===== src/rtl/seq_pkg.sv =====
// seq_pkg: shared icode/stat encodings, sequencer states and instruction decode helpers
// Contents: I_HALT..I_POPQ icodes, STAT_* status codes, state_t FSM states,
//           instr_len(icode) byte length, instr_ok(icode, ifun) legality check.
package seq_pkg;

    localparam logic [3:0] I_HALT   = 4'h0;
    localparam logic [3:0] I_NOP    = 4'h1;
    localparam logic [3:0] I_RRMOVQ = 4'h2;
    localparam logic [3:0] I_IRMOVQ = 4'h3;
    localparam logic [3:0] I_RMMOVQ = 4'h4;
    localparam logic [3:0] I_MRMOVQ = 4'h5;
    localparam logic [3:0] I_OPQ    = 4'h6;
    localparam logic [3:0] I_JXX    = 4'h7;
    localparam logic [3:0] I_CALL   = 4'h8;
    localparam logic [3:0] I_RET    = 4'h9;
    localparam logic [3:0] I_PUSHQ  = 4'hA;
    localparam logic [3:0] I_POPQ   = 4'hB;

    localparam logic [2:0] STAT_AOK = 3'd1;
    localparam logic [2:0] STAT_HLT = 3'd2;
    localparam logic [2:0] STAT_ADR = 3'd3;
    localparam logic [2:0] STAT_INS = 3'd4;

    typedef enum logic [2:0] {
        S_IDLE,
        S_FETCH,
        S_DECODE,
        S_EXECUTE,
        S_MEMORY,
        S_WRITEBACK,
        S_PCUPD,
        S_HALT
    } state_t;

    function automatic logic [3:0] instr_len(input logic [3:0] ic);
        case (ic)
            I_HALT, I_NOP, I_RET:              return 4'd1;
            I_RRMOVQ, I_OPQ, I_PUSHQ, I_POPQ:  return 4'd2;
            I_JXX, I_CALL:                     return 4'd9;
            I_IRMOVQ, I_RMMOVQ, I_MRMOVQ:      return 4'd10;
            default:                           return 4'd1;
        endcase
    endfunction

    function automatic logic instr_ok(input logic [3:0] ic, input logic [3:0] fn);
        return (ic > I_POPQ) ? 1'b0 :
               (ic == I_OPQ) ? (fn <= 4'd3) :
               (ic == I_RRMOVQ || ic == I_JXX) ? (fn <= 4'd6) : (fn == 4'd0);
    endfunction

endpackage


===== src/rtl/seq_fetch_assembler.sv =====
// seq_fetch_assembler: serial byte fetch, address/legality checks and instruction packing
// Ports: clk, reset (async, active-high); active = parent is in FETCH; pc = fetch base;
//        imem_addr/imem_rd/imem_data = byte-wide memory port (data one cycle after rd);
//        done = last byte captured this cycle; adr_fault/ins_fault = fetch must abort;
//        instr/instr_vld = packed instruction and its one-cycle strobe; icode/ifun = byte 0.
module seq_fetch_assembler
    import seq_pkg::*;
#(
    parameter int IMEM_DEPTH = 64
) (
    input  logic        clk,
    input  logic        reset,
    input  logic        active,
    input  logic [63:0] pc,
    input  logic [7:0]  imem_data,
    output logic [63:0] imem_addr,
    output logic        imem_rd,
    output logic        done,
    output logic        adr_fault,
    output logic        ins_fault,
    output logic [79:0] instr,
    output logic        instr_vld,
    output logic [3:0]  icode,
    output logic [3:0]  ifun
);

    logic [3:0] k;
    logic [3:0] len;
    logic [3:0] cur_len;
    logic       first;
    logic       need_rd;

    // Byte 0 arrives while k==1, so the length is known combinationally in that
    // same cycle and can suppress the read of byte 1 for one-byte instructions.
    assign first     = active && (k == 4'd1);
    assign cur_len   = first ? instr_len(imem_data[7:4]) : len;
    assign ins_fault = first && !instr_ok(imem_data[7:4], imem_data[3:0]);
    assign need_rd   = active && !ins_fault && (k == 4'd0 || k < cur_len);
    assign imem_addr = pc + {60'd0, k};
    assign adr_fault = need_rd && (imem_addr >= 64'(IMEM_DEPTH));
    assign imem_rd   = need_rd && !adr_fault;
    assign done      = active && !ins_fault && (k != 4'd0) && (k == cur_len);

    always_ff @(posedge clk or posedge reset) begin
        if (reset) begin
            k         <= '0;
            len       <= '0;
            instr     <= '0;
            instr_vld <= 1'b0;
            icode     <= '0;
            ifun      <= '0;
        end else begin
            k         <= (active && !done && !adr_fault && !ins_fault) ? k + 4'd1 : 4'd0;
            instr_vld <= done;
            if (first) begin
                len   <= cur_len;
                icode <= imem_data[7:4];
                ifun  <= imem_data[3:0];
                instr <= {imem_data, 72'd0};
            end else if (active && k != 4'd0) begin
                instr <= instr | ({imem_data, 72'd0} >> {k - 4'd1, 3'b000});
            end
        end
    end

endmodule


===== src/rtl/seq_stage_controller.sv =====
// seq_stage_controller: multi-cycle Y86-64 SEQ sequencer owning pc, cc and stat
// Ports: clk, reset (async, active-high), start (honoured in IDLE/HALT);
//        imem_addr/imem_rd/imem_data instruction byte port; instr/instr_vld/icode/ifun fetch result;
//        stage_en one-hot {pcupd, writeback, memory, execute, decode}; cc_in/cc flags;
//        new_pc next pc; dmem_error memory fault; pc, stat, halted; cycle_cnt/instr_cnt counters.
// Build option: SEQ_PERF_CNT_EN enables the counters; otherwise both read as zero.
module seq_stage_controller
    import seq_pkg::*;
#(
    parameter int IMEM_DEPTH = 64,
    parameter int CNT_W      = 32
) (
    input  logic             clk,
    input  logic             reset,
    input  logic             start,
    output logic [63:0]      imem_addr,
    output logic             imem_rd,
    input  logic [7:0]       imem_data,
    output logic [79:0]      instr,
    output logic             instr_vld,
    output logic [3:0]       icode,
    output logic [3:0]       ifun,
    output logic [4:0]       stage_en,
    input  logic [2:0]       cc_in,
    output logic [2:0]       cc,
    input  logic [63:0]      new_pc,
    input  logic             dmem_error,
    output logic [63:0]      pc,
    output logic [2:0]       stat,
    output logic             halted,
    output logic [CNT_W-1:0] cycle_cnt,
    output logic [CNT_W-1:0] instr_cnt
);

    state_t state;
    logic   fetch_done;
    logic   adr_fault;
    logic   ins_fault;

    seq_fetch_assembler #(
        .IMEM_DEPTH(IMEM_DEPTH)
    ) u_fetch (
        .clk       (clk),
        .reset     (reset),
        .active    (state == S_FETCH),
        .pc        (pc),
        .imem_data (imem_data),
        .imem_addr (imem_addr),
        .imem_rd   (imem_rd),
        .done      (fetch_done),
        .adr_fault (adr_fault),
        .ins_fault (ins_fault),
        .instr     (instr),
        .instr_vld (instr_vld),
        .icode     (icode),
        .ifun      (ifun)
    );

    always_ff @(posedge clk or posedge reset) begin
        if (reset) begin
            state    <= S_IDLE;
            pc       <= '0;
            cc       <= 3'b100;
            stat     <= STAT_AOK;
            halted   <= 1'b0;
            stage_en <= '0;
        end else begin
            stage_en <= '0;
            case (state)
                S_IDLE, S_HALT: begin
                    if (start) begin
                        state  <= S_FETCH;
                        pc     <= '0;
                        cc     <= 3'b100;
                        stat   <= STAT_AOK;
                        halted <= 1'b0;
                    end
                end
                S_FETCH: begin
                    if (adr_fault || ins_fault) begin
                        state  <= S_HALT;
                        stat   <= adr_fault ? STAT_ADR : STAT_INS;
                        halted <= 1'b1;
                    end else if (fetch_done) begin
                        state    <= S_DECODE;
                        stage_en <= 5'b00001;
                    end
                end
                S_DECODE: begin
                    state    <= S_EXECUTE;
                    stage_en <= 5'b00010;
                end
                S_EXECUTE: begin
                    state    <= S_MEMORY;
                    stage_en <= 5'b00100;
                    if (icode == I_OPQ)
                        cc <= cc_in;
                end
                S_MEMORY: begin
                    if (dmem_error) begin
                        state  <= S_HALT;
                        stat   <= STAT_ADR;
                        halted <= 1'b1;
                    end else begin
                        state    <= S_WRITEBACK;
                        stage_en <= 5'b01000;
                    end
                end
                S_WRITEBACK: begin
                    state    <= S_PCUPD;
                    stage_en <= 5'b10000;
                end
                S_PCUPD: begin
                    // A halt walks every stage but leaves pc pointing at itself.
                    if (icode == I_HALT) begin
                        state  <= S_HALT;
                        stat   <= STAT_HLT;
                        halted <= 1'b1;
                    end else begin
                        state <= S_FETCH;
                        pc    <= new_pc;
                    end
                end
                default: state <= S_IDLE;
            endcase
        end
    end

`ifdef SEQ_PERF_CNT_EN
    always_ff @(posedge clk or posedge reset) begin
        if (reset) begin
            cycle_cnt <= '0;
            instr_cnt <= '0;
        end else if (state == S_IDLE || state == S_HALT) begin
            if (start) begin
                cycle_cnt <= '0;
                instr_cnt <= '0;
            end
        end else begin
            cycle_cnt <= cycle_cnt + CNT_W'(1);
            if (state == S_PCUPD && icode != I_HALT)
                instr_cnt <= instr_cnt + CNT_W'(1);
        end
    end
`else
    assign cycle_cnt = '0;
    assign instr_cnt = '0;
`endif

endmodule


===== config.mk =====
export PLATFORM = sky130hd
export DESIGN_NAME = seq_stage_controller
export DESIGN_NICKNAME = d
export VERILOG_FILES = /design/src/rtl/seq_pkg.sv /design/src/rtl/seq_fetch_assembler.sv /design/src/rtl/seq_stage_controller.sv
export SDC_FILE = /design/constraint.sdc
export NUM_CORES = 1
export LEC_CHECK = 0
export ABC_AREA = 1
export CAP_MARGIN = 30
export CORE_MARGIN = 2
export CORE_UTILIZATION = 42
export CTS_CLUSTER_SIZE = 30
export DETAILED_ROUTE_END_ITERATION = 8
export PLACE_DENSITY = 0.85
export REMOVE_ABC_BUFFERS = 1
export SYNTH_ARGS = -nofsm -noshare
export SYNTH_HDL_FRONTEND = slang
export SYNTH_SLANG_ARGS = --single-unit

===== constraint.sdc =====
create_clock -name clk -period 5.5 [get_ports clk]
set_clock_uncertainty 0.1 [all_clocks]
set_input_delay 1.1 -clock clk [delete_from_list [all_inputs] [get_ports clk]]
set_output_delay 1.1 -clock clk [all_outputs]
set_load 0.01 [all_outputs]

# Word-level counts from Yosys, hierarchy flattened
# Memories as Yosys holds them, arrays and structs flattened.
# Cells that the tools add are included.
dict set report word_totals {
  regBits 176
  romBits 48
  input_bits 79
  output_inout_bits 294
  word_cells 109
  n_memories 1
}
dict set report op_classes {
  addsub 3
  order_cmp 5
  n_eq_ne 20
  shift 1
  muxes 33
  bitwise 1
  reduce_logical 33
}
# memory depth word_bits read_ports rd_ports_with_merged_regs wr line_no
set mem_list {}
lappend mem_list {{(no name shown)} 16 3 1 0 0 seq_pkg.sv:36} ;# case (ic)
# cell count
set op_table {}
lappend op_table {{80-bit two-way mux} 2}
lappend op_table {{64-bit two-way mux} 2}
lappend op_table {{64-bit one-hot mux with 2 select lines} 1}
lappend op_table {{80-bit OR} 1}
lappend op_table {{80-bit by 7-bit >> shifter with 80-bit output} 1}
lappend op_table {{64-bit by 4-bit adder with 64-bit output} 1}
lappend op_table {{64-bit by 7-bit >= comparator with 1-bit output (second input constant)} 1}
lappend op_table {{3-bit two-way mux} 10}
lappend op_table {{5-bit one-hot mux with 5 select lines} 1}
lappend op_table {{3-bit one-hot mux with 7 select lines} 1}
lappend op_table {{3-bit equality test (second input constant)} 4}
lappend op_table {{4-bit by 3-bit equality test with 1-bit output (second input constant)} 3}
lappend op_table {{1-bit logical AND} 12}
lappend op_table {{4-bit logical NOT} 3}
lappend op_table {{4-bit two-way mux} 3}
lappend op_table {{2-bit inequality test (second input constant)} 6}
lappend op_table {{3-bit one-hot mux with 4 select lines} 1}
lappend op_table {{1-bit two-way mux} 9}
lappend op_table {{4-bit nonzero test} 2}
lappend op_table {{3-bit by 2-bit equality test with 1-bit output (second input constant)} 2}
lappend op_table {{3-bit one-hot mux with 2 select lines} 1}
lappend op_table {{3-bit AND reduction} 2}
lappend op_table {{2-bit nonzero test} 3}
lappend op_table {{5-bit AND reduction} 1}
lappend op_table {{18 further kinds} 23}

# Depth between registers and ports, before layout
dict set report depth {
  ltp_word 16
  ltp_mapped 22
  depth_no_buf 22
}

# Hierarchy
# From an unflattened synthesis, not the netlist that was laid out.
dict set report unflattened {
  cells_unflattened 1536
  hier_area_um2 11195.7
}
# module n_inst cells_each area_per_inst_um2 seq_area_each_um2
set by_module_without_submodules {}
lappend by_module_without_submodules {seq_fetch_assembler 1 1074 7041.8 2427.3}
lappend by_module_without_submodules {seq_stage_controller 1 462 4154.0 1979.4}

# Worst setup path before layout
# No wires, ideal clock.
dict set report synth_timing {
  path_kind {input to output}
  startpoint {input imem_data[7]}
  endpoint {output imem_rd}
  arrival_ps 2665
  required_ps 4300
  slack_ps 1635
  stages 10
  path_buffers 1
  path_cell_list {clkbuf_1 -> nor3_1 -> a2111oi_0 -> a21oi_1 -> ha_1 -> nand2_1 -> inv_1 -> o21ai_0 -> a21oi_1 -> nor3_1}
}
dict set report synth_between {
  elab_chain_cells 13
  word_cells_on_any_way 20
  cone_classes {2 x order compare; 3 x eq/ne; 4 x mux; 10 x reduce/logical; 1 x memory}
}
# item line_no
set synth_rtl {}
lappend synth_rtl {{start: declaration} seq_stage_controller.sv:18} ;# input logic [7:0] imem_data,
lappend synth_rtl {{branches (longest 9 deep; another with 4-bit less-than comparator)} n/a}
lappend synth_rtl {{1-bit logical AND *} seq_fetch_assembler.sv:38} ;# assign need_rd = active && !ins_fault && (k == 4'd0 || k < cur_len);
lappend synth_rtl {{1-bit logical AND} seq_fetch_assembler.sv:40} ;# assign adr_fault = need_rd && (imem_addr >= 64'(IMEM_DEPTH));
lappend synth_rtl {{1-bit logical NOT} seq_fetch_assembler.sv:41} ;# assign imem_rd = need_rd && !adr_fault;
lappend synth_rtl {{1-bit logical AND *} seq_fetch_assembler.sv:41}
lappend synth_rtl {{end: declaration} seq_stage_controller.sv:17} ;# output logic imem_rd,
# Mark *: on every way between the ends.

# Worst setup path in the final report
dict set report layout_timing {
  startpoint {register pc[0]}
  endpoint {output imem_rd}
}
dict set report layout_between {
  elab_chain_cells 5
}
# item line_no
set layout_rtl {}
lappend layout_rtl {{start: declaration} seq_stage_controller.sv:28} ;# output logic [63:0] pc,
lappend layout_rtl {{start signal: assignment} seq_stage_controller.sv:121} ;# pc <= new_pc;
lappend layout_rtl {{64-bit by 4-bit adder with 64-bit output} seq_fetch_assembler.sv:39} ;# assign imem_addr = pc + {60'd0, k};
lappend layout_rtl {{64-bit by 7-bit >= comparator with 1-bit output} seq_fetch_assembler.sv:40}
lappend layout_rtl {{1-bit logical AND} seq_fetch_assembler.sv:40}
lappend layout_rtl {{1-bit logical NOT} seq_fetch_assembler.sv:41}
lappend layout_rtl {{1-bit logical AND} seq_fetch_assembler.sv:41}
# Every way passes these cells.

==> out/results.ini <==
[setup_path]
path_delay_family=simple AND/OR/NAND/NOR gates
crit_path_frequent_cell=nand2_1
cp_max_fo=7
critPathLaunchType=flop
end_kind=output port
path_class=reg -> out
crit_path_max_incr_delay_ps=600
critPathRequiredTime_ps=4300
worst_ep_arrival_time_ps=4070
path_cells=ha_1, inv_1, fa_1, inv_1, nand2_1, nand2_1, nand2_1, nor2_4, nand2_2, nor2_4, xor2_2, nand2_1, nor2_1, nand2_1, nor2_2, nand3_2, nor3_1, clkdlybuf4s50_1
cp_slowest_cell=clkdlybuf4s50_1
cp_num_buf_inv=3

[synth]
ys_top_cells_by_area=dfrtp_1 40%, nand2_1 12%, inv_1 6.8%
async_flop_share_pct=100
yosys.area_share.simple_pct=33.5
seq_area_frac_synth_pct=40.4
synthAdderAreaFrac_pct=1.56
synthMuxAreaShare_pct=0
synthTopCellsByCount=354 x nand2_1, 197 x inv_1, 189 x nor2_1
synth-compound-area-share_pct=9.17
ys_types=42
synth_top_area_cell=dfrtp_1
yosys.area.top_type_share_pct=40.0
syn-instance-count=1513
ys.flop_type=dfrtp_1
synth-edff-count=0
syn_avg_cell_area_um2=7.20
syn-cell-area_um2=10900
synth_top_family_by_area=simple AND/OR/NAND/NOR gates
yosysMostFrequentCell=nand2_1
yosys_warnings=0
synth-xor-area-share_pct=2.06
postSynthRegisterBits=176

[grt]
grt_start_max_net_pins=96
antenna_found_initial=2
grt_first_pass_wirelength_mm=60.3
grt_pass1_vias=10800
grt_overflow=0
grt_usage_pct=29.4

[clock_network]
post-cts-setup-buffers=0
cts_tree=built
numCtsBuffers=17
path_clk_slew_ps=80
cts-root-buf=clkbuf_16
cts_resized=0
clockBufferDepth=2
insertion_delay_ps=440
hold_buffers=0
htreeDepth=4
clock-sinks=176

[finish]
area_growth_pct=35.1
post-route-util_pct=58.1
antenna_cells=0
layout-drive-gt1-share_pct=6.67
final_area_um2=14700
fin_nets=1894
final_cells=2145

[floorplan]
die_h_um=165
coreArea_um2=25300
dieArea_um2=27300
die_x_um=165
start_util_pct=43.0
std_cell_rows=58
ios=373

[timing]
min_period_ps=5270
setup_viol=0
final-hold-violation-count=0
finalCritPeriodShare_pct=95.7
max_slew_margin_pct=30.8
setup_ws_ps=235
maxSlewViolCount=0
clock.fmax_ghz=0.190
rsz0062_at_grt=false
worst_pin_slew_ps=1010

[route]
viasPerCell=5.23
drt-total-wl_mm=40.9
drtIter0Drc=1055
first_pass_iters=6
drc=0
postRouteAntennaNets=0
vias=11200
wire_per_inst_um=19.1

[power_and_ir_drop]
power.total_w=0.00721
power.leakage_nw=6.51
power_density_nw_per_um2=490
peakVddDrop_mv=0.330

[flow_run]
maxCapViolCount=0

[placed_design]
dp.cells=2113
portBuffers=308
placed_cell_area_um2=14100
dp_slack_ps=509
gp_congestion=0.981
dp_hpwl_mm=32.0

[hold_path]
hp-class=reg -> reg

[run_status]
status=finished, final reports clean

## cells by family (layout without fill, tap and decap cells)
| logic type | Yosys count | in the layout |
|---|---|---|
| adders and majority gates | 13 | 13 |
| buffers and inverters | 315 | 554 |
| and+or+nand+nor | 810 | 810 |
| other | 1 | 64 |
| xor gates and xnor gates | 23 | 23 |
| AOI/OAI and AO/OA | 175 | 175 |
| DFF | 176 | 176 |
## stage by stage
step                hold slack [ps]  TNS, ps
floorplan                       337  -338300
global placement                359        0
detailed placement              365        0
CTS                             384        0
global route                    412        0
finish                          384        0
## registers in the layout, summed over array words and instances, names as in the netlist, 3 cells and up
| signal | cells |
|---|---|
| stage_en | 5 |
| state | 3 |
| u_fetch.icode | 4 |
| u_fetch.k | 4 |
| stat | 3 |
| pc | 64 |
| u_fetch.ifun | 4 |
| cc | 3 |
| u_fetch.len | 4 |
| u_fetch.instr | 80 |
## area by class of cell
type | count | area, µm²
inverters | 204 | 771
clock buffers | 17 | 425
clock inverters | 15 | 201
flip-flops and latches | 176 | 4410
multi-input cells | 1085 | 5310
fillers | 2290 | 10600
well taps | 330 | 413
repair buffers | 318 | 3190
## worst paths after layout
check                                       start                             to  slack (ps)  depth (start not counted)
min in group asynchronous                   reset             pc[56]$_DFFE_PP0P_         920                          2
max in group asynchronous                   reset  u_fetch.instr[21]$_DFFE_PP0P_        3310                          4
hold / removal                stat[0]$_DFFE_PP1P_            stat[0]$_DFFE_PP1P_         380                          2
hold reg to reg               stat[0]$_DFFE_PP1P_            stat[0]$_DFFE_PP1P_         380                          2
setup reg to reg           u_fetch.k[1]$_DFF_PP0_  u_fetch.instr[31]$_DFFE_PP0P_        1610                         13
setup / recovery                pc[0]$_DFFE_PP0P_                        imem_rd         230                         18
## routing by layer
metal	wire (µm)	track usage, %	vias up
li1	-	-	5238
met1	15500	34.2	5282
met5	33	0	-
met2	19800	51.0	584
met3	3890	8.19	103
met4	1700	12.5	4
## cells in the final DEF, fill, tap and decap left out, drive strengths merged, types with 20 or more instances in the layout
master,count
nand2,376
clkdlybuf4s50,308
nor2,223
inv,210
dfrtp,174
nand3,132
o21ai,85
conb,64
nor3,45
a21oi,44
o21a,34
nand4,27
xor2,20
## worst register-to-register path, cell delays in order, from the launching register on
cell	delay (ps)
dfrtp_1	450
inv_1	150
ha_1	220
nand3_2	360
buf_4	460
inv_2	200
nor2_1	420
nor2_1	100
inv_2	300
nor2_1	70
inv_1	550
nor2_1	160
nand2_1	110
a21oi_1	90
## report_power, final
group          total (W)  switching [W]  internal [W]  leakage (nW)
Combinational    0.00366        0.00206       0.00160          3.89
Sequential       0.00225       0.000503       0.00174          2.32
Clock            0.00130       0.000672      0.000631         0.301
Total            0.00721        0.00324       0.00397          6.51
No activity file was read; power rests on OpenSTA's default activity.
